### config.mk
export PLATFORM = sky130hd
export DESIGN_NAME = fetch_stage_flat
export DESIGN_NICKNAME = d
export VERILOG_FILES = /design/src/rtl/pipe_pkg.sv /design/src/rtl/fetch_stage_if.sv /design/src/rtl/fetch_stage_if_id.sv /design/src/rtl/fetch_stage.sv /design/src/flat_wrapper.sv
export SDC_FILE = /design/constraint.sdc
export NUM_CORES = 1
export LEC_CHECK = 0
export ABC_AREA = 1
export CAP_MARGIN = 10
export CORE_MARGIN = 2
export CORE_UTILIZATION = 29
export CTS_BUF_LIST = sky130_fd_sc_hd__clkbuf_8
export CTS_CLUSTER_DIAMETER = 30
export DETAILED_ROUTE_END_ITERATION = 8
export GPL_ROUTABILITY_DRIVEN = 0
export PLACE_DENSITY = 0.51
export SLEW_MARGIN = 20
export SYNTH_ARGS = -nofsm -noshare
export SYNTH_HDL_FRONTEND = slang
export SYNTH_HIERARCHICAL = 1
export SYNTH_SLANG_ARGS = --single-unit
### constraint.sdc
create_clock -name Clk -period 1.8 [get_ports Clk]
set_input_delay 0.18 -clock Clk [delete_from_list [all_inputs] [get_ports Clk]]
set_output_delay 0.18 -clock Clk [all_outputs]
set_load 0.1 [all_outputs]
### src/rtl/pipe_pkg.sv
// Shared pipeline constants and the IF/ID payload type for the MIPS front end.
package pipe_pkg;
    localparam logic [31:0] NOP_INSTR        = 32'h0000_0000;
    localparam logic [31:0] PC_STEP          = 32'd4;
    localparam logic [5:0]  OP_J             = 6'h02;
    localparam logic [5:0]  OP_BEQ           = 6'h04;
    localparam logic [31:0] DEFAULT_RESET_PC = 32'h0000_0000;

    typedef struct packed {
        logic [31:0] instr;
        logic [31:0] pc4;
        logic        valid;
    } if_id_t;

    // Redirect targets are always word aligned.
    function automatic logic [31:0] word_align(input logic [31:0] addr);
        return {addr[31:2], 2'b00};
    endfunction
endpackage

### src/rtl/fetch_stage_if.sv
// Control, imem and IF/ID signals between the fetch stage and the rest of the pipe.
interface fetch_stage_if #(parameter int CNT_W = 32);
    logic             Stall;
    logic             BranchTaken;
    logic [31:0]      BranchTarget;
    logic             Jump;
    logic [31:0]      JumpTarget;
    logic [31:0]      ImemAddr;
    logic [31:0]      ImemData;
    logic [31:0]      InstructionOut;
    logic [31:0]      PCPlus4Out;
    logic             ValidOut;
    logic [CNT_W-1:0] FetchCount;

    modport master (
        output Stall, BranchTaken, BranchTarget, Jump, JumpTarget, ImemData,
        input  ImemAddr, InstructionOut, PCPlus4Out, ValidOut, FetchCount
    );
    modport slave (
        input  Stall, BranchTaken, BranchTarget, Jump, JumpTarget, ImemData,
        output ImemAddr, InstructionOut, PCPlus4Out, ValidOut, FetchCount
    );
endinterface

### src/rtl/fetch_stage_if_id.sv
// IF/ID pipeline register: Reset > Flush (insert NOP) > Hold > load.
module if_id_pipe_reg
    import pipe_pkg::*;
(
    input  logic   Clk,
    input  logic   Reset,
    input  logic   Hold,
    input  logic   Flush,
    input  if_id_t i_d,
    output if_id_t o_q
);
    if_id_t r_q;

    always_ff @(posedge Clk) begin
        if (Reset || Flush) begin
            r_q.instr <= NOP_INSTR;
            r_q.pc4   <= '0;
            r_q.valid <= 1'b0;
        end else if (!Hold) begin
            r_q <= i_d;
        end
    end

    assign o_q = r_q;
endmodule

### src/rtl/fetch_stage.sv
// MIPS instruction fetch: PC register, next-PC priority mux, IF/ID register, fetch counter.
module fetch_stage
    import pipe_pkg::*;
#(
    parameter logic [31:0] RESET_PC = DEFAULT_RESET_PC,
    parameter int          CNT_W    = 32
) (
    input  logic          Clk,
    input  logic          Reset,
    fetch_stage_if.slave  bus
);
    logic [31:0]      r_pc;
    logic [CNT_W-1:0] r_fetch_count;
    logic [31:0]      w_pc_plus4;
    logic [31:0]      w_pc_next;
    logic             w_flush;
    logic             w_fetch;
    if_id_t           w_if_id_d;
    if_id_t           w_if_id_q;

    assign w_pc_plus4 = r_pc + PC_STEP;

    // Branch beats stall (the stalled ID op is younger); stall masks jump.
    assign w_flush = bus.BranchTaken || (bus.Jump && !bus.Stall);
    assign w_fetch = !bus.BranchTaken && !bus.Stall && !bus.Jump;

    always_comb begin
        w_pc_next = w_pc_plus4;
        if (bus.BranchTaken)
            w_pc_next = word_align(bus.BranchTarget);
        else if (bus.Stall)
            w_pc_next = r_pc;
        else if (bus.Jump)
            w_pc_next = word_align(bus.JumpTarget);
    end

    always_ff @(posedge Clk) begin
        if (Reset) begin
            r_pc          <= RESET_PC;
            r_fetch_count <= '0;
        end else begin
            r_pc <= w_pc_next;
            if (w_fetch)
                r_fetch_count <= r_fetch_count + CNT_W'(1);
        end
    end

    assign w_if_id_d.instr = bus.ImemData;
    assign w_if_id_d.pc4   = w_pc_plus4;
    assign w_if_id_d.valid = 1'b1;

    if_id_pipe_reg u_if_id (
        .Clk   (Clk),
        .Reset (Reset),
        .Hold  (bus.Stall),
        .Flush (w_flush),
        .i_d   (w_if_id_d),
        .o_q   (w_if_id_q)
    );

    assign bus.ImemAddr       = r_pc;
    assign bus.InstructionOut = w_if_id_q.instr;
    assign bus.PCPlus4Out     = w_if_id_q.pc4;
    assign bus.ValidOut       = w_if_id_q.valid;
    assign bus.FetchCount     = r_fetch_count;
endmodule

### src/flat_wrapper.sv
// flat-port wrapper written by rule: the top's interface ports become plain ports
module fetch_stage_flat import pipe_pkg::*;
#(
    parameter logic [31:0] RESET_PC = DEFAULT_RESET_PC,
    parameter int          CNT_W    = 32
)
  (Clk, Reset, bus_Stall, bus_BranchTaken, bus_BranchTarget, bus_Jump, bus_JumpTarget, bus_ImemData, bus_ImemAddr, bus_InstructionOut, bus_PCPlus4Out, bus_ValidOut, bus_FetchCount);
  fetch_stage_if #(.CNT_W(CNT_W)) bus_i ();
  input  logic Clk;
  input  logic Reset;
  input wire logic [$bits(bus_i.Stall)-1:0] bus_Stall;
  input wire logic [$bits(bus_i.BranchTaken)-1:0] bus_BranchTaken;
  input wire logic [$bits(bus_i.BranchTarget)-1:0] bus_BranchTarget;
  input wire logic [$bits(bus_i.Jump)-1:0] bus_Jump;
  input wire logic [$bits(bus_i.JumpTarget)-1:0] bus_JumpTarget;
  input wire logic [$bits(bus_i.ImemData)-1:0] bus_ImemData;
  output wire logic [$bits(bus_i.ImemAddr)-1:0] bus_ImemAddr;
  output wire logic [$bits(bus_i.InstructionOut)-1:0] bus_InstructionOut;
  output wire logic [$bits(bus_i.PCPlus4Out)-1:0] bus_PCPlus4Out;
  output wire logic [$bits(bus_i.ValidOut)-1:0] bus_ValidOut;
  output wire logic [$bits(bus_i.FetchCount)-1:0] bus_FetchCount;
  assign bus_i.Stall = bus_Stall;
  assign bus_i.BranchTaken = bus_BranchTaken;
  assign bus_i.BranchTarget = bus_BranchTarget;
  assign bus_i.Jump = bus_Jump;
  assign bus_i.JumpTarget = bus_JumpTarget;
  assign bus_i.ImemData = bus_ImemData;
  assign bus_ImemAddr = bus_i.ImemAddr;
  assign bus_InstructionOut = bus_i.InstructionOut;
  assign bus_PCPlus4Out = bus_i.PCPlus4Out;
  assign bus_ValidOut = bus_i.ValidOut;
  assign bus_FetchCount = bus_i.FetchCount;
  fetch_stage #(.RESET_PC(RESET_PC), .CNT_W(CNT_W)) u_core (.Clk(Clk), .Reset(Reset), .bus(bus_i));
endmodule
**Yosys cells after proc, flatten, opt, wreduce, memory -nomap -nowiden**

Cells that the tools add are included.
Widths: inputs -> output; s select.

- Register bits after elaboration: 129
- Input bits: 101
- Output and inout bits: 129
- Word-level logic and storage cells: 21

- Add/subtract/negate cells: 2
- Equal/unequal tests: 1
- Mux-type cells: 3
- Reductions and logical operators: 9

Operators with widths:

| kind | number |
|---|---|
| $mux 32 | 3 |
| $add 32x1->32 const B | 1 |
| $add 32x3->32 const B | 1 |
| $logic_and 1x1->1 | 3 |
| $logic_not 1->1 | 3 |
| $logic_or 1x1->1 | 2 |
| $ne 2x1->1 const B | 1 |
| $reduce_or 2->1 | 1 |

**Depth between registers and ports, before layout**

Gate-level depths: netlist (run 1).

- Depth after elaboration: 4
- Gate-level depth with buffers: 12
- Gate-level depth less buffers: 11

**Modules after synthesis**

The synthesis (run 1) kept the hierarchy.

By module, submodules not included:

| module | times used | cells each | area an instance (µm²) | seq. area each (µm²) |
|---|---|---|---|---|
| fetch_stage | 1 | 762 | 4430.5 | 1281.2 |
| if_id_pipe_reg | 1 | 412 | 2645.0 | 1301.2 |

**Worst setup path after synthesis (run 1)**

Ideal clock, no wire load.

- Kind: flip-flop to flip-flop
- Start: register u_core.r_pc[2] (netlist: u_core/bus.ImemAddr[2])
- End: register u_core.r_pc[22] (netlist: u_core/bus.ImemAddr[22])
- Setup time: 0.132 ns
- Arrival time: 2.159 ns
- Data required time: 1.668 ns
- Slack: -0.491 ns
- Stages on the path, launching flop included: 11
- Path buffers: 0
- Period minus slack after synthesis: 2.291 ns
- Path through: dfxtp_1 > ha_1 > nand2_1 > nor2_4 > nand2_2 > nor2_2 > nand2_1 > nand2_1 > nand3_1 > nand2_1 > a21oi_1

- Cells in the longest elaborated chain, start to end: 4

Ends and longest elaborated chain:

| element | line | text |
|---|---|---|
| from (decl) | fetch_stage.sv:12 | `logic [31:0] r_pc;` |
| from (signal assigned) | fetch_stage.sv:42 | `r_pc <= w_pc_next;` |
| $add 32x3->32 | fetch_stage.sv:21 | `assign w_pc_plus4 = r_pc + PC_STEP;` |
| $mux 32 | fetch_stage.sv:33 | `else if (bus.Jump)` |
| $mux 32 | fetch_stage.sv:31 | `else if (bus.Stall)` |
| $mux 32 | fetch_stage.sv:29 | `if (bus.BranchTaken)` |

No other way between the ends. The select of a mux whose other input is x is not followed.
A chain may end at the register's enable or synchronous reset.

**Worst setup path in the final report (run 1)**

- Start: register u_core.r_pc[2] (netlist: u_core/bus.ImemAddr[2])
- End: register u_core.u_if_id.r_q, in the netlist u_core/u_if_id/o_q[21]

- Cells in the longest elaborated chain, start to end: 1

Ends and longest elaborated chain:

| element | line | text |
|---|---|---|
| $add 32x3->32 | fetch_stage.sv:21 |  |
| net u_core.w_pc_plus4[20] | fetch_stage.sv:14 | `logic [31:0] w_pc_plus4;` |
| to (signal assigned) | fetch_stage_if_id.sv:20 | `r_q <= i_d;` |
| to (decl) | fetch_stage_if_id.sv:12 | `if_id_t r_q;` |

The timed path passes the listed nets, and every way through them passes these cells.

==> results by stage, run 1 <==
Logic synthesis:
- The synthesized netlist devotes 0.354% of its cell area to adder and majority cells.
- Yosys printed 6 warnings.
- The post-synthesis cell type with the largest combined area is sky130_fd_sc_hd__dfxtp_1.
- In the synthesized netlist the dominant register cell turns out to be sky130_fd_sc_hd__dfxtp_1.
- The number of distinct standard cells referenced by the synthesized netlist is 35.
- The number of enable flip-flop cells after synthesis is 0.
- The net count after synthesis is about 1300.
- The main combinational cell family by area after synthesis is simple AND/OR/NAND/NOR gates.
- The area share of and/or/nand/nor cells after synthesis is between 40% and 50%.
- By area the synthesized netlist is led by sky130_fd_sc_hd__dfxtp_1, sky130_fd_sc_hd__nand2_1, sky130_fd_sc_hd__nor2_1, sky130_fd_sc_hd__inv_1, sky130_fd_sc_hd__o21ai_0.
- The synthesized area per cell is around 6 µm².
- The compound-cell area share of the yosys netlist is 8.24%.
- The sequential element share of the synthesized area is 36.5%.
- The mux cell area share after synthesis is 0%.
- The area share of the leading cell type in the synthesized netlist is 36.5%.
- After synthesis the cells add up to 7080 µm².
- Summing the areas of all xor and xnor instances in the mapped netlist gives 1.36% of the synthesized area.
- After technology mapping, the gate count stands at ~1200.
- Counting flops with an async set or reset pin after synthesis yields a share of 0%.
- The synthesized design contains about 130 register bits.

Clocking:
- The CTS sink count is around 130.
- Clock tree synthesis inserted a total of 17 buffers.
- The number of hold buffers added after CTS was 0.
- The later-pin clock latency in the skew report is 0.44 ns.
- The clock passes through at most 2 buffers.
- The tree is rooted in a sky130_fd_sc_hd__clkbuf_8.
- The CTS tree is yes.
- The H-tree generated during clock tree synthesis spans 4 levels.
- The clock-pin transition on the worst setup and hold timing paths is approximately 0.080 ns.

Final layout:
- Once layout is complete, the cells apart from fillers number 1741.
- The final layout contains between 1500 and 2000 nets.
- Counting the fill cells in the layout gives 2663.
- The sequential cell area is 2660 µm².
- The total non-filler cell area in the finished layout is 10000 µm².
- In the final layout, the share of cells above drive strength 1 is between 10% and 20%.
- The antenna diode count is 0.
- Summing all multi-input logic gate instances after layout gives between 3000 and 4000 µm².
- The most frequent standard cell in the layout excluding fill and tap cells is sky130_fd_sc_hd__nand2_1.
- The top cell types in the final layout, fill and taps aside, are sky130_fd_sc_hd__nand2_1, sky130_fd_sc_hd__nor2_1, sky130_fd_sc_hd__buf_4.
- The core occupancy in the finished layout is 41.5%.
- The area growth from synthesis to layout is 41.3%.

Timing:
- Setup repair after global routing could not meet its margin everywhere.
- The number of slew-limit violations in the final report is 0.
- In the post-route analysis, the smallest setup slack over all paths is 0.0848 ns.
- The remaining max-slew budget at the tightest pin is 52.6%.
- The final clock period utilization by the worst path is between 90% and 100%.
- At the pin with the least slew margin, the transition time is 0.710 ns.
- The routed design could run at a clock period as short as 1.72 ns.
- The post-route clock skew is between 0.01 and 0.015 ns.
- The worst hold margin is 0.0666 ns.
- The count of final setup violators is 0.
- Static timing analysis puts the maximum clock frequency at about 0.58 GHz.
- The total count of hold-check failures in the final report is 0.

Placement:
- The placed instance count is 1710.
- The instance area after placement is 9570 µm².
- The total half-perimeter wirelength after legalization and detailed placement is 18800 µm.
- At the placement stage, the worst setup path has a slack of -0.111 ns.
- The count of buffers added on input and output ports is ~230.

Critical path:
- The cell with the largest stage delay on the worst path is sky130_fd_sc_hd__dfxtp_4.
- The largest fanout of any net on the critical path is 5.
- For this run, the slowest stage of the critical path takes 0.38 ns.
- The capturing element type of the critical path is a flip-flop.
- Traced cell by cell, the critical path runs through ha_1, nand2_1, nor2_4, nand3_1, buf_4, nor2_1, nand2_1, nand2_1, nor2_1, nor2_1.
- STA puts the critical path data arrival time at 2.09 ns.
- The category of the worst setup path launch point is a flip-flop.
- The critical path is of the flip-flop to flip-flop type.
- The required time of the worst setup path is 2.18 ns.

Drt:
- The number of violations reported at the end of detailed-routing iteration 0 is 522.
- The first TritonRoute pass finished after 5 iterations.
- The mean number of vias per cell is about 4.4.
- Dividing the detail-routed wire length by the instance count gives 14.2 µm.
- Wires add up to between 20000 and 25000 µm.
- In this run the remaining antenna-violating nets after routing total 0.
- The count of unresolved DRC violations after routing is 0.
- The total via count after detailed routing is 7574.

Power and ir drop:
- Of the total power, registers draw about 41%.
- In this run the power density over the cells is between 700 and 800 nW/µm².
- The worst-case IR drop observed on VDD is 0.000316 V.
- The switching part of the total is 34.6%.
- Summed over all nets, the switching power comes to 2.56 mW.
- The logic gate share of total power is 23.4%.
- Cell internal power was estimated by the tool at 4.84 mW.
- The analysis attributes to cell leakage a power of 4.39 nW.
- The share of total power dissipated in the clock network is a little over a third.

GRT:
- Global routing consumed, over all layers together, 19.0% of the routing resources.
- The via count of the first global-routing pass came to roughly 7000.
- The first global-routing pass estimated 38600 µm of wire.
- The initial antenna violation count is 0.
- Global routing finished with a remaining overflow of 0.
- Entering global routing, the biggest net connects 71 pins.

Die:
- The die is ~160 µm wide.
- The floorplan step set the die height to 160 µm.
- Row generation in the floorplan step produced 57 rows.
- The area of the die is 25700 µm².
- Once the floorplan was initialized, standard cells occupied 29.4% of the core.
- The core outline area is 24100 µm².
- In this run the count of I/O pins placed on the die edge is 230.

Hold path:
- In this run the worst hold path is classified as primary input to flip-flop.

Run status:
- The flow ran to the end, and the final reports show no timing, DRC or antenna violations.

Flow run:
- The max-capacitance violation count is 0.
[worst max-delay path: cells and delay by family, from the launching register on]
family	cells	cell delay, ns
fa+ha+maj	1	0.18
buf+inv	1	0.17
flops	1	0.38
simple gates	8	0.93
[cells by family (layout without fill, tap and decap cells)]
kind of cell | after synthesis | in the layout
AOI/OAI and AO/OA | 112 | 112
buffers and inverters | 199 | 442
and+or+nand+nor | 720 | 720
xor gates and xnor gates | 11 | 11
other | 1 | 1
DFF | 129 | 129
adders and majority gates | 2 | 2
[layout make-up]
| type | count | area share, % |
|---|---|---|
| clock buffer | 17 | 2.34 |
| clock inverter | 13 | 1.64 |
| inverter | 155 | 5.84 |
| multi-input combinational | 846 | 37.0 |
| sequential | 129 | 26.6 |
| tap | 324 | 4.05 |
| timing repair buffer | 257 | 22.5 |
[power groups by stage]
| stage | sequential [mW] | clock, mW | combinational (mW) |
|---|---|---|---|
| 2_1_floorplan | 3.81 | 0 | 0.472 |
| 3_3_place_gp | 3.12 | 0 | 1.74 |
| 3_5_place_dp | 3.13 | 0 | 1.74 |
| 4_1_cts | 3.06 | 2.74 | 1.75 |
| 5_1_grt | 3.07 | 2.85 | 1.85 |
| 6_report | 3.06 | 2.61 | 1.74 |
[stage by stage]
step / power, mW / setup TNS, ns
2_1_floorplan: 4.28 / 0
3_3_place_gp: 4.86 / -2.31
3_5_place_dp: 4.87 / -4.97
4_1_cts: 7.54 / 0
5_1_grt: 7.78 / -0.0531
6_report: 7.41 / 0
[repair_timing]
item / CTS / global route
hold endpoints to repair: 0 / 0
gates resized for setup: 0 / 13
setup endpoints to repair: 0 / 18
setup buffers: 0 / 1
[cell usage after synthesis (2+ instances only)]
cell type and number:
sky130_fd_sc_hd__nand2_2 4, sky130_fd_sc_hd__a31oi_1 9, sky130_fd_sc_hd__buf_2 26, sky130_fd_sc_hd__buf_4 10, sky130_fd_sc_hd__dfxtp_1 129, sky130_fd_sc_hd__a21oi_1 42
sky130_fd_sc_hd__xor2_1 8, sky130_fd_sc_hd__nand4_1 3, sky130_fd_sc_hd__clkbuf_1 7, sky130_fd_sc_hd__nor2_1 278, sky130_fd_sc_hd__xnor2_1 3, sky130_fd_sc_hd__nor2_4 8
sky130_fd_sc_hd__nor3_1 3, sky130_fd_sc_hd__nor2_8 3, sky130_fd_sc_hd__nor2_2 4, sky130_fd_sc_hd__nand2_1 367, sky130_fd_sc_hd__inv_1 149, sky130_fd_sc_hd__nor3b_1 2
sky130_fd_sc_hd__inv_2 4, sky130_fd_sc_hd__o21ai_1 5, sky130_fd_sc_hd__o21ai_0 53, sky130_fd_sc_hd__nand3_1 40, sky130_fd_sc_hd__nand3b_1 4, sky130_fd_sc_hd__ha_1 2
[layer usage]
metal	part of all wire [%]	vias up	global-route usage, %
met5	0	-	0
met4	0.90	0	3.97
met3	5.4	15	4.31
met2	46	208	31.7
met1	48	3334	25.3
li1	-	4017	-
[sequential cells by signal, summed over array words and instances, names as in the netlist]
signal	count
u_core/u_if_id/o_q	65
u_core/bus.ImemAddr	32
u_core/bus.FetchCount	32
[worst paths after layout]
| path | from | end | slack [ns] | cells after the start |
|---|---|---|---|---|
| setup / recovery | u_core/bus.ImemAddr[2] | u_core/u_if_id/o_q[21] | 0.08 | 10 |
| hold / removal | Reset | u_core/bus.FetchCount[12] | 0.07 | 2 |
| setup reg to reg | u_core/bus.ImemAddr[2] | u_core/u_if_id/o_q[21] | 0.08 | 10 |
| hold reg to reg | u_core/bus.FetchCount[10] | u_core/bus.FetchCount[10] | 0.47 | 1 |
Note: power is estimated with default switching activity, not from simulation.
==> run 2, diff against run 1 <==
--- a/config.mk
+++ b/config.mk
@@ -5,7 +5,6 @@
 export SDC_FILE = /design/constraint.sdc
 export NUM_CORES = 1
 export LEC_CHECK = 0
-export ABC_AREA = 1
 export CAP_MARGIN = 10
 export CORE_MARGIN = 2
 export CORE_UTILIZATION = 29
@@ -13,7 +12,7 @@
 export CTS_CLUSTER_DIAMETER = 30
 export DETAILED_ROUTE_END_ITERATION = 8
 export GPL_ROUTABILITY_DRIVEN = 0
-export PLACE_DENSITY = 0.51
+export PLACE_DENSITY = 0.53
 export SLEW_MARGIN = 20
 export SYNTH_ARGS = -nofsm -noshare
 export SYNTH_HDL_FRONTEND = slang
==> run 2 against run 1 <==
Net effect:
- combinational power fell by 13%
- sequential power fell by 2%
- highest routed layer is now met5
- design area fell by 8.0%
- synthesized cell count fell by 43%
- area after synthesis fell by 14%
- non-clock buffer count rose by 16
- via count fell by 23%
- die area fell by 14%
==> results by stage, run 2 <==
Run status:
- The flow ran to the end, and the final reports show no timing, DRC or antenna violations.

Die:
- After floorplanning, the core was sized to cover slightly above 20000 µm².
- The x dimension of the die is 149 µm.
- In this run the vertical extent of the chip is around 150 µm.
- During I/O placement, the number of pins put on the boundary was 230.
- The initial core utilization is 29.7%.
- In this run the core area contains between 50 and 60 standard-cell rows.
- The die covers between 20000 and 25000 µm².

Drt:
- Once detail routing completed, the nets flagged for antenna violations numbered 0.
- In the routed layout, each cell is associated on average with a via count of 4.83.
- In this run, the number of DRC markers left after iteration 0 of detailed routing was 254.
- The total via count after detailed routing is between 5000 and 6000.
- The first TritonRoute pass finished after 5 iterations.
- The overall routed net length is 20300 µm.
- After detailed routing, the number of remaining DRC violations is 0.
- In the final routed layout, each cell accounts on average for 16.9 µm.

Logic synthesis:
- The share of flip-flops with an asynchronous set or reset after synthesis is 0%.
- When the netlist entered floorplanning its net count stood at 775.
- A synthesized cell averages between 9 and 10 µm².
- Among all flip-flop cells after synthesis, the most frequent one is sky130_fd_sc_hd__dfxtp_1.
- For this run, the number of Yosys warnings is 6.
- In the synthesized netlist, the number of instances is 672.
- After synthesis, the cell types taking the most area are sky130_fd_sc_hd__dfxtp_1, sky130_fd_sc_hd__mux2i_1, sky130_fd_sc_hd__nor2_1, sky130_fd_sc_hd__xor2_1, sky130_fd_sc_hd__xnor2_1.
- The area share of the leading cell type in the synthesized netlist is 42.6%.
- The sequential element share of the synthesized area is 42.6%.
- Yosys mapped a number of flops with a built-in enable equal to 0.
- The synthesized netlist contains 51 unique library cells.
- The combined area of all synthesized cells is 6060 µm².
- The most common cell in the synthesized netlist is sky130_fd_sc_hd__dfxtp_1.
- The commonest cells after synthesis are sky130_fd_sc_hd__dfxtp_1, sky130_fd_sc_hd__nor2_1, sky130_fd_sc_hd__mux2i_1, sky130_fd_sc_hd__nand2_1, sky130_fd_sc_hd__xor2_1.
- The count of state elements after synthesis is 129.
- The biggest area contributor in the post-synthesis netlist is sky130_fd_sc_hd__dfxtp_1.

Clocking:
- Clock tree synthesis inserted a total of 17 buffers.
- TritonCTS built the clock tree.
- The later-pin clock latency in the skew report is 0.44 ns.
- The tree built by TritonCTS fans out to 129 sinks.
- The cell at the root of the clock tree is sky130_fd_sc_hd__clkbuf_8.
- The longest clock path from root to sink contains 2 buffers.
- CTS built an H-tree with a depth of 4.
- The clock-pin transition on the worst setup and hold timing paths is 0.08 ns.

Final layout:
- The total non-filler cell area in the finished layout is 9200 µm².
- For this run, the post-layout net count is 1019.
- Leaving out fill and tap cells, the most frequent cells in the layout are sky130_fd_sc_hd__buf_4, sky130_fd_sc_hd__nor2_1, sky130_fd_sc_hd__clkdlybuf4s50_1.
- The area growth from synthesis to layout is 51.9%.
- The post-route netlist has 31.8% of its cells at a drive strength greater than 1.
- The register with the most flip-flops in the layout has 65 of them.
- Leaving out fill and tap cells, the most frequent cell in the layout is sky130_fd_sc_hd__buf_4.
- The filler-free cell count of the finished design is 1200.

Critical path:
- The setup path with the least slack is of type flip-flop to flip-flop.
- For the worst setup path, the data required time is ~2.1 ns.
- In this run the worst path has a maximum fanout of 7.
- The category of the worst setup path launch point is a flip-flop.
- At the worst endpoint, the arrival time is 2.07 ns.
- STA classifies the critical path endpoint as a flip-flop.

Timing:
- The post-layout minimum cycle time is roughly 1.7 ns.
- In the finished design, the share of the clock period the worst path needs comes to 97.0%.
- The number of slew-limit violations in the final report was 0.
- The worst pin sits at a relative slew slack of 59.4%.
- The total count of hold-check failures in the final report is 0.
- Static timing analysis puts the maximum clock frequency at 0.573 GHz.
- On the final layout, the worst clock skew is 0.0142 ns.
- The slew at the pin closest to its max-slew limit is 0.609 ns.
- The worst-case setup margin in the final layout is 0.0546 ns.
- Across all hold checks on the routed design, the worst slack comes to 0.108 ns.
- Setup violations remaining at the end of the flow were counted as 0.
- Setup repair after global routing could not meet its margin everywhere.

GRT:
- In the global route stage, overall resource usage came out at 17.9%.
- The maximum number of pins on one net before global-route repair is 62.
- The sum of overflow across all layers after global routing is 0.
- The global-route wire length before repair is approximately 31000 µm.
- The via count of the first global-routing pass came to a little under 6000.
- The initial antenna violation count is 2.

Placement:
- In this run, placement finished with an instance count of 1166.
- Summing all placed instances gives a cell area of 8710 µm².
- The wire-length estimate of the detail-placed layout is roughly 15000 µm.
- The pre-CTS worst setup slack is -0.0975 ns.
- The port buffer count is 225.

Power and ir drop:
- Summed over all cells, the static leakage comes to 3.96 nW.
- The power per unit of standard cell area is 761 nW/µm².
- The peak supply drop is between 0.0004 and 0.0005 V.
- Overall power consumption after layout is estimated at between 7 and 8 mW.

Hold path:
- The path class of the tightest hold or removal check is primary input to flip-flop.

Flow run:
- The max-capacitance violation count is 0.
-- run 2: metrics by stage --
step                      util, %  TNS, ns
final                        45.2        0
after detailed placement     42.8    -1.69
after floorplan                 -    -2.21
after global placement       42.8    -1.21
after CTS                    44.8  -0.0248
after global routing         45.2   -0.134
-- run 2: cells by family after synthesis --
| group | count (synthesis) | synth area share, % |
|---|---|---|
| compound gates | 93 | 10.5 |
| mux | 75 | 12.4 |
| flops | 129 | 42.6 |
| xor+xnor | 58 | 8.39 |
| simple gates | 256 | 20.4 |
| fa+ha+maj | 2 | 0.413 |
| other cells | 1 | 0.0619 |
| buf+inv | 58 | 5.20 |
-- run 2: repair_timing --
| action | in CTS | in global routing |
|---|---|---|
| hold buffers | 0 | 0 |
| buffers inserted | 0 | 1 |
| gates resized for setup | 1 | 13 |
| setup endpoints to repair | 2 | 22 |
| pin swaps | 1 | 11 |
| hold endpoints to repair | 0 | 0 |
-- run 2: power breakdown --
group	internal, mW	total (mW)	leakage (nW)	switching, mW
clock network	1.30	2.50	0.204	1.20
registers	2.91	2.99	1.08	0.0824
logic	0.534	1.51	2.68	0.978
total	4.74	7.01	3.96	2.26
-- run 2: layout make-up --
class	count	area [µm²]
antenna	1	2.50
clock buffer	19	262
clock inverter	13	135
fill	1977	11200
inverter	10	37.5
multi-input combinational	485	3290
sequential	129	2740
tap	270	338
timing repair buffer	273	2390
-- run 2: metal layers --
layer  global-route usage, %  vias to the layer above  wire, µm
li1                        -                     2845         -
met1                    23.7                     2768      9210
met2                    29.1                      176      9670
met3                    4.97                       10      1290
met4                    4.48                        2       140
met5                       0                        -        13
-- run 2: critical path, stage by stage, from the launching register on --
cell and delay, ns:
sky130_fd_sc_hd__dfxtp_4 0.35, sky130_fd_sc_hd__nand4_1 0.16, sky130_fd_sc_hd__buf_4 0.20, sky130_fd_sc_hd__nor4_4 0.22
sky130_fd_sc_hd__buf_6 0.18, sky130_fd_sc_hd__nand4_1 0.14, sky130_fd_sc_hd__xnor2_2 0.19, sky130_fd_sc_hd__a22o_1 0.21
-- run 2: worst paths after layout --
path                                 from                 endpoint  slack [ns]  cells after the start
setup reg to reg  u_core/bus.ImemAddr[15]  u_core/bus.ImemAddr[23]        0.05                      7
setup / recovery  u_core/bus.ImemAddr[15]  u_core/bus.ImemAddr[23]        0.05                      7
hold reg to reg    u_core/u_if_id/o_q[37]   u_core/u_if_id/o_q[37]        0.50                      2
hold / removal                      Reset  u_core/bus.ImemAddr[13]        0.11                      2
==> run 3, diff against run 2 <==
--- a/config.mk
+++ b/config.mk
@@ -7,12 +7,12 @@
 export LEC_CHECK = 0
 export CAP_MARGIN = 10
 export CORE_MARGIN = 2
-export CORE_UTILIZATION = 29
+export CORE_UTILIZATION = 26
 export CTS_BUF_LIST = sky130_fd_sc_hd__clkbuf_8
 export CTS_CLUSTER_DIAMETER = 30
 export DETAILED_ROUTE_END_ITERATION = 8
 export GPL_ROUTABILITY_DRIVEN = 0
-export PLACE_DENSITY = 0.53
+export PLACE_DENSITY = 0.48
 export SLEW_MARGIN = 20
 export SYNTH_ARGS = -nofsm -noshare
 export SYNTH_HDL_FRONTEND = slang
==> run 3 against run 2 <==
Net effect:
- the flow now finishes with violations (negative setup slack)
- fmax decreased by 3.7%
- sequential share of layout area shrank 0.43 points
- critical path depth is 1 lower
- critical path type unchanged
- highest routed layer unchanged
==> results by stage, run 3 (synthesis gave the netlist of run 2 again) <==
Final layout:
- The number of flip-flops under the largest register name is 65.
- In the final layout, the share of cells above drive strength 1 is 32.8%.
- The number of nets in the layout is ~1000.
- The core occupancy in the finished layout is 41.0%.
- In the layout the commonest cells are sky130_fd_sc_hd__buf_4, sky130_fd_sc_hd__nor2_1, sky130_fd_sc_hd__clkdlybuf4s50_1.
- With fillers left out, the area of the finished cells amounts to 9340 µm².
- The library cell used most frequently in the layout, excluding fill and tap cells, is sky130_fd_sc_hd__buf_4.
- The layout overhead on the synthesized area is 54.1%.

Clocking:
- Clock-pin slew was measured on the worst setup and hold paths at 0.08 ns.
- In this run the clock root is driven by a sky130_fd_sc_hd__clkbuf_8.
- In this run the number of H-tree levels came out at 4.
- The CTS sink count is 129.
- The CTS tree is yes.
- In this run the deepest clock path goes through 2 buffers.
- The number of CTS-inserted buffers is 17.
- The later-pin clock latency in the skew report is 0.44 ns.

Power and ir drop:
- In this run the static leakage power is 4.01 nW.
- The power per unit of standard cell area is 759 nW/µm².
- The total chip power is 7.09 mW.
- The peak supply drop is roughly 0.0004 V.

GRT:
- The first global-routing pass estimated 31500 µm of wire.
- The initial antenna violation count is 1.
- The via count of the first global-routing pass came to roughly 5500.
- The sum of overflow across all layers after global routing is 0.
- The global-route usage over all layers is 16.6%.
- The maximum number of pins on one net before global-route repair is 46.

Critical path:
- The setup path with the least slack is of type flip-flop to flip-flop.
- Of all nets on the critical path, the largest fanout is 4.
- The arrival time of the worst setup path is around 2.2 ns.
- STA classifies the critical path startpoint as a flip-flop.
- Data on the critical path is required at its endpoint by 2.13 ns.
- The capturing element type of the critical path is a flip-flop.

Placement:
- The placed instances occupy a cell area of 8810 µm².
- The port buffer count is 225.
- The HPWL after detailed placement is 15000 µm.

Timing:
- The total count of hold-check failures in the final report was 0.
- The count of final setup violators is 1.
- The number of slew-limit violations in the final report came to 0.
- Setup repair after global routing could not meet its margin everywhere.
- The remaining max-slew budget at the tightest pin is 56.4%.
- The post-layout minimum cycle time is 1.81 ns.
- The final clock period utilization by the worst path is 101%.
- Timing would allow up to 0.552 GHz.
- The worst-case setup margin in the final layout is -0.0125 ns.
- The post-route clock skew is 0.0142 ns.
- For the pin with the worst max-slew slack, the measured transition is about 0.65 ns.

Drt:
- The count of unresolved DRC violations after routing is 0.
- The number of nets with antenna violations after detailed routing is 0.
- The first-pass iteration count of the detailed router is 5.
- Wires add up to slightly above 20000 µm.
- The post-detailed-route wirelength per cell is 16.3 µm.
- Using the TritonRoute via totals, the vias-per-cell ratio works out to 4.57.
- The detailed router finished its first iteration with around 280 violations.
- Detailed routing inserted a total of 5729 vias.

Run status:
- The flow ran to the end, but the final reports show violations.
- The checks that failed: negative setup slack.

Flow run:
- The tool flagged a number of max-cap violations equal to 0.

Die:
- The vertical die dimension is 157 µm.
- The area of the die is 24500 µm².
- The floorplan row count is 55.
- The initial core utilization is 26.6%.
- The x dimension of the die is 157 µm.
- The core outline area is 22800 µm².
- The number of top-level pins is 230.

Hold path:
- The type of the worst min-delay path is primary input to flip-flop.
-- run 3: cell types whose count changed in the layout (fill, tap and decap cells not counted), sizes merged --
cell      previous run  this run
buf                180       189
inv                 12        14
clkbuf              19        18
clkinvlp             2         1
diode                1         2
-- run 3: worst paths after layout --
path | startpoint | endpoint | slack [ns] | depth (start not counted)
max | u_core/bus.ImemAddr[7] | u_core/bus.ImemAddr[27] | -0.01 | 6
min | Reset | u_core/bus.ImemAddr[10] | 0.09 | 2
max reg2reg | u_core/bus.ImemAddr[7] | u_core/bus.ImemAddr[27] | -0.01 | 6
min reg2reg | u_core/u_if_id/o_q[47] | u_core/u_if_id/o_q[47] | 0.50 | 2
-- run 3: what timing repair did --
action / in CTS / in global routing
hold buffers: 0 / 0
endpoints found under the setup margin: 2 / 31
pin swaps: 4 / 11
gates resized for setup: 2 / 14
cloned: 0 / 0
hold endpoints to repair: 0 / 0
setup buffers: 2 / 2
-- run 3: cell type report --
class | instances | area [µm²]
Timing Repair Buffer | 282 | 2460
Fill cell | 2316 | 13400
Clock inverter | 14 | 151
Tap cell | 313 | 392
Antenna cell | 2 | 5.00
Sequential cell | 129 | 2740
Clock buffer | 18 | 248
Inverter | 10 | 37.5
Multi-Input combinational cell | 485 | 3300
-- run 3: power breakdown --
part	total (mW)	internal (mW)	switching, mW
clock network	2.59	1.28	1.30
registers	2.99	2.91	0.0813
logic	1.51	0.532	0.976
-- run 3: worst max-delay path: stages (launching register included) --
cell and delay [ns]:
sky130_fd_sc_hd__dfxtp_4 0.36, sky130_fd_sc_hd__nand3_4 0.09, sky130_fd_sc_hd__or4_4 0.60, sky130_fd_sc_hd__nor4_4 0.27, sky130_fd_sc_hd__buf_4 0.17, sky130_fd_sc_hd__nand4_1 0.08, sky130_fd_sc_hd__o2111a_1 0.13
-- run 3: metal layers --
| metal | GRT usage (%) | routed length (µm) |
|---|---|---|
| met1 | 22.4 | 9710 |
| met2 | 26.2 | 9270 |
| met3 | 4.35 | 1260 |
| met4 | 4.37 | 192 |
| met5 | 0 | 13 |
-- run 3: per-stage QoR --
step           hold slack [ns]  setup TNS (ns)  instances  worst slack [ns]
3_5_place_dp             0.490         -0.0628       1215           -0.0225
5_1_grt                 0.0867          -0.462       1251           -0.0774
2_1_floorplan            0.317           -2.21        672            -0.150
3_3_place_gp             0.478         -0.0140       1215          -0.00654
6_report                0.0905         -0.0125       1253           -0.0125
4_1_cts                 0.0531               0       1249           0.00264
